**src/rtl/rv_pkg.sv**
```systemverilog
// Shared RISC-V pipeline definitions: writeback select encodings,
// load funct3 codes and default datapath widths.
package rv_pkg;

    localparam int DATAWIDTH_DEF = 32;
    localparam int REGINDEX_DEF  = 5;

    typedef enum logic [1:0] {
        WB_SEL_ALU  = 2'b00,
        WB_SEL_MEM  = 2'b01,
        WB_SEL_PC4  = 2'b10,
        WB_SEL_RSVD = 2'b11
    } wb_sel_e;

    localparam logic [2:0] F3_LB  = 3'b000;
    localparam logic [2:0] F3_LH  = 3'b001;
    localparam logic [2:0] F3_LW  = 3'b010;
    localparam logic [2:0] F3_LBU = 3'b100;
    localparam logic [2:0] F3_LHU = 3'b101;

    // funct3[2] clear marks the sign-extending load variants
    function automatic logic is_signed_load(input logic [2:0] funct3);
        return ~funct3[2];
    endfunction

endpackage

```
**src/rtl/load_ext.sv**
```systemverilog
// Load alignment: picks the byte/halfword lane from a memory word
// and sign- or zero-extends it to the register width.
module load_ext
    import rv_pkg::*;
#(
    parameter int DATAWIDTH = DATAWIDTH_DEF
) (
    input  logic [DATAWIDTH-1:0] word,
    input  logic [2:0]           funct3,
    input  logic [1:0]           off,
    output logic [DATAWIDTH-1:0] ext
);

    logic [7:0]  byte_lane;
    logic [15:0] half_lane;
    logic        sext;

    assign byte_lane = word[{off, 3'b000} +: 8];
    assign half_lane = off[1] ? word[31:16] : word[15:0];
    assign sext      = is_signed_load(funct3);

    always_comb begin
        ext = word;
        case (funct3)
            F3_LB, F3_LBU: ext = {{(DATAWIDTH-8){sext & byte_lane[7]}}, byte_lane};
            F3_LH, F3_LHU: ext = {{(DATAWIDTH-16){sext & half_lane[15]}}, half_lane};
            default:       ext = word;
        endcase
    end

endmodule

```
**src/rtl/wb_stage_regfile.sv**
```systemverilog
// Writeback stage: selects the writeback value, commits it to the
// integer register file (write-first bypass) and counts retirements.
module wb_stage_regfile
    import rv_pkg::*;
#(
    parameter int DATAWIDTH = DATAWIDTH_DEF,
    parameter int REGINDEX  = REGINDEX_DEF,
    parameter int CNTWIDTH  = 64
) (
    input  logic                 clk,
    input  logic                 rst,
    input  logic                 en,
    input  logic                 valid_in,
    input  logic [1:0]           wbsel_in,
    input  logic                 regwrite_in,
    input  logic [REGINDEX-1:0]  regdindex_in,
    input  logic [DATAWIDTH-1:0] data_alu_in,
    input  logic [DATAWIDTH-1:0] data_mem_in,
    input  logic [DATAWIDTH-1:0] pc4_in,
    input  logic [2:0]           ld_funct3_in,
    input  logic [1:0]           ld_off_in,
    input  logic [REGINDEX-1:0]  rs1_index,
    input  logic [REGINDEX-1:0]  rs2_index,
    output logic [DATAWIDTH-1:0] rs1_data,
    output logic [DATAWIDTH-1:0] rs2_data,
    output logic [DATAWIDTH-1:0] wb_data,
    output logic                 wb_we,
    output logic [CNTWIDTH-1:0]  instret
);

    localparam int NREG = 2 ** REGINDEX;

    logic [DATAWIDTH-1:0] regs [NREG];
    logic [DATAWIDTH-1:0] load_data;
    logic                 retire;

    load_ext #(
        .DATAWIDTH (DATAWIDTH)
    ) u_load_ext (
        .word   (data_mem_in),
        .funct3 (ld_funct3_in),
        .off    (ld_off_in),
        .ext    (load_data)
    );

    always_comb begin
        wb_data = '0;
        case (wbsel_in)
            WB_SEL_ALU: wb_data = data_alu_in;
            WB_SEL_MEM: wb_data = load_data;
            WB_SEL_PC4: wb_data = pc4_in;
            default:    wb_data = '0;
        endcase
    end

    // x0 and the reserved select never produce a write, so the bypass below
    // cannot leak a non-zero value onto index 0
    assign wb_we = en & valid_in & regwrite_in
                 & (wbsel_in != WB_SEL_RSVD)
                 & (|regdindex_in);

    assign retire = en & valid_in;

    always_ff @(posedge clk or negedge rst) begin
        if (!rst) begin
            for (int i = 0; i < NREG; i++) begin
                regs[i] <= '0;
            end
        end else if (wb_we) begin
            regs[regdindex_in] <= wb_data;
        end
    end

    always_ff @(posedge clk or negedge rst) begin
        if (!rst) begin
            instret <= '0;
        end else if (retire) begin
            instret <= instret + CNTWIDTH'(1);
        end
    end

    always_comb begin
        rs1_data = '0;
        if (rs1_index == '0) begin
            rs1_data = '0;
        end else if (wb_we && rs1_index == regdindex_in) begin
            rs1_data = wb_data;
        end else begin
            rs1_data = regs[rs1_index];
        end
    end

    always_comb begin
        rs2_data = '0;
        if (rs2_index == '0) begin
            rs2_data = '0;
        end else if (wb_we && rs2_index == regdindex_in) begin
            rs2_data = wb_data;
        end else begin
            rs2_data = regs[rs2_index];
        end
    end

endmodule

```
**config.mk**
```make
export PLATFORM = sky130hd
export DESIGN_NAME = wb_stage_regfile
export DESIGN_NICKNAME = d
export VERILOG_FILES = /design/src/rtl/rv_pkg.sv /design/src/rtl/load_ext.sv /design/src/rtl/wb_stage_regfile.sv
export SDC_FILE = /design/constraint.sdc
export NUM_CORES = 2
export LEC_CHECK = 0
export ABC_CLOCK_PERIOD_IN_PS = 5050
export CAP_MARGIN = 20
export CORE_ASPECT_RATIO = 1.1
export CORE_UTILIZATION = 40
export DETAILED_ROUTE_END_ITERATION = 10
export DONT_BUFFER_PORTS = 1
export GPL_ROUTABILITY_DRIVEN = 0
export PLACE_DENSITY = 0.59
export SETUP_SLACK_MARGIN = 0.3
export SLEW_MARGIN = 10
export SYNTH_ARGS = -nofsm -noshare
export SYNTH_HDL_FRONTEND = slang
export SYNTH_HIERARCHICAL = 1
export SYNTH_SLANG_ARGS = --single-unit
```
**constraint.sdc**
```tcl
create_clock -name clk -period 5.05 [get_ports clk]
set_clock_uncertainty 0.1 [all_clocks]
set_input_delay 1.2625 -clock clk [delete_from_list [all_inputs] [get_ports clk]]
set_output_delay 1.2625 -clock clk [all_outputs]
set_load 0.02 [all_outputs]
```
==> out/qor.yml <==
critPathMaxFanout: 320
drv_cap: 0
vias: 44605
ff2ff_path_depth: 6
grt_max_degree: 321
grt-ovfl-total: 0
boundaryPins: 284
critPathArrivalTime_ns: 5.23
die-area_mm2: 0.1453
hold_path_class: "in2async"
diodes: 0
synth-edff-count: 0
die_y_um: 399.7
synth_seq_cells: 1088
cts-root-buf: "clkbuf_16"
drive_above_1_share_pct: 20.49
fin_nets: 5340
synth_warnings: 6
syn_to_final_growth_pct: 13.21
report.final.hold_viol_count: 0
antenna_found_initial: 1
wire_per_inst_um: 28.74
relSlewSlack_pct: -84.17
cts_sinks: 1088
fmax_ghz: 0.1517
cts.reportedPaths.clkPinSlew_ns: 0.06
ys.flop_type: "dfrtp_1"
stdcell_area_mm2: 0.06511
slew_violations: 200
syn_inst: 5374
crit_path_start_kind: "primary input"
nFillCells: 13067
htreeDepth: 3
end_kind: "output pin"
drtIter0Drc: 4841
synthDistinctLibCells: 68
io_buffers: 0
grt_pass1_wl_um: 304500
setup_tns_ns: -26.70
timing.final.crit_share_pct: 130.5
powerDensity_mw_per_mm2: 349.2
cts_tree: "done"
drc: 0
rows: 145
required_ns: 3.69
clock_latency_ns: 0.76
dr.pass1.iters: 5
synth_area_mm2: 0.05751
cts_buffer_depth: 3
peakVddDrop_uv: 309.1
crit_type: "in2out"
power_mw: 22.73
violations: "max-slew violations, negative setup slack"
status: "finished, violations left"
final_common_cell: "dfrtp_1"
track_usage_pct: 28.66
final_util_pct: 45.72
ys_async_sr_fraction_pct: 100.0
setup_viol: 33
syn-num-nets: 5498
vias_per_cell: 6.169
final_cell_mix: "dfrtp_1 (1088), a21oi_1 (778), nor2_1 (770), mux4_2 (451), nand2_1 (430)"
drtAntennaViolNets: 0
setup_slack_ns: -1.542
whs_ns: 0.1019
min_period_ns: 6.592
cts_buffers: 118
start_util_pct: 40.38
routed_wl_um: 207800
syn_area_per_cell_um2: 10.70
core_mm2: 0.1424
worst_pin_slew_ns: 2.763
hpwl_um: 121600
p_leak_nw: 28.24
placed_area_mm2: 0.06062
rsz0062_at_grt: "yes"
synth-seq-area-share_pct: 47.34
grt_pass1_vias: 44252
dieWidth_um: 363.5
Yosys cell counts (14+ instances only):
cell / instances / share of area (%)
nor3_1: 20 / 0.17
a221oi_1: 101 / 1.5
nor2b_1: 33 / 0.36
a32oi_1: 21 / 0.32
xnor2_1: 58 / 0.88
o211ai_1: 21 / 0.27
nand2b_1: 24 / 0.26
a211oi_1: 27 / 0.35
buf_4: 27 / 0.35
nand2_1: 433 / 2.8
a21oi_1: 816 / 7.1
o21ai_0: 356 / 3.1
buf_1: 26 / 0.17
dfrtp_1: 1088 / 47
a22oi_1: 26 / 0.34
buf_6: 24 / 0.47
mux2i_1: 272 / 4.7
and3_1: 14 / 0.15
clkbuf_1: 420 / 2.7
nand3_1: 51 / 0.44
mux4_2: 451 / 18
nor2_1: 789 / 5.1
buf_2: 67 / 0.58
nand4_1: 23 / 0.25
inv_1: 42 / 0.27
xor2_1: 15 / 0.23
per-layer routing:
| layer | part of all wire, % | GRT usage, % | vias to the layer above |
|---|---|---|---|
| met1 | 40 | 39.11 | 22798 |
| li1 | - | - | 19159 |
| met3 | 8.9 | 5.236 | 478 |
| met4 | 5.6 | 14.63 | 2 |
| met2 | 45 | 43.87 | 2168 |
| met5 | 0.0063 | 0 | - |
worst max-delay path, cell delays in order:
cell      delay (ns)
mux4_2          1.45
mux4_2          0.52
a221oi_1        0.43
a21oi_1         0.09
buf_4           0.19
path summary, 6_finish.rpt:
kind                       slack (ns)    startpoint      endpoint
setup / recovery                -1.54  rs2_index[0]  rs2_data[15]
setup reg to reg                 2.38   instret[32]   instret[61]
hold reg to reg                  0.29     regs[998]     regs[998]
min in group clk                 0.29     regs[998]     regs[998]
max in group asynchronous        2.19           rst      regs[77]
hold / removal                   0.10           rst    instret[0]
logic make-up after synthesis:
family	after synthesis	share of synthesized area (%)
AO/OA/AOI/OAI	1428	13.88
XOR/XNOR	73	1.112
adder cells (fa/ha/maj)	1	0.02175
buffers and inverters	608	4.604
flip-flops	1088	47.34
multiplexers	727	22.47
AND/OR/NAND/NOR	1449	10.56
registers in the layout (all words and copies together), names as in the netlist:
register and count:
regs 1024, instret 64
stage by stage:
step,cells,setup slack [ns]
5_1_grt,7230,0.09337
6_report,7230,-1.542
3_5_place_dp,7000,-0.05596
4_1_cts,7225,0.0001332
2_1_floorplan,5374,0.2246
3_3_place_gp,7000,-0.07377
layout make-up:
class	count	area, um^2	share of cell area, %
tap	1911	2391	3.672
inverter	44	167.7	0.2575
timing repair buffer	286	2686	4.126
sequential	1088	27230	41.82
clock buffer	175	3598	5.527
multi-input combinational	3678	28450	43.70
clock inverter	48	586.8	0.9013
report_power, final:
part	switching, mW	internal, mW
logic	1.72	1.61
clock network	3.89	5.36
registers	0.638	9.51
repair_timing:
item                                    in CTS  in global routing
pin swaps                                    5                  9
resized for setup                           11                 32
hold buffers                                 0                  0
buffers inserted                             2                  2
endpoints found under the setup margin      21                 41
No activity file was read; power rests on OpenSTA's default activity.
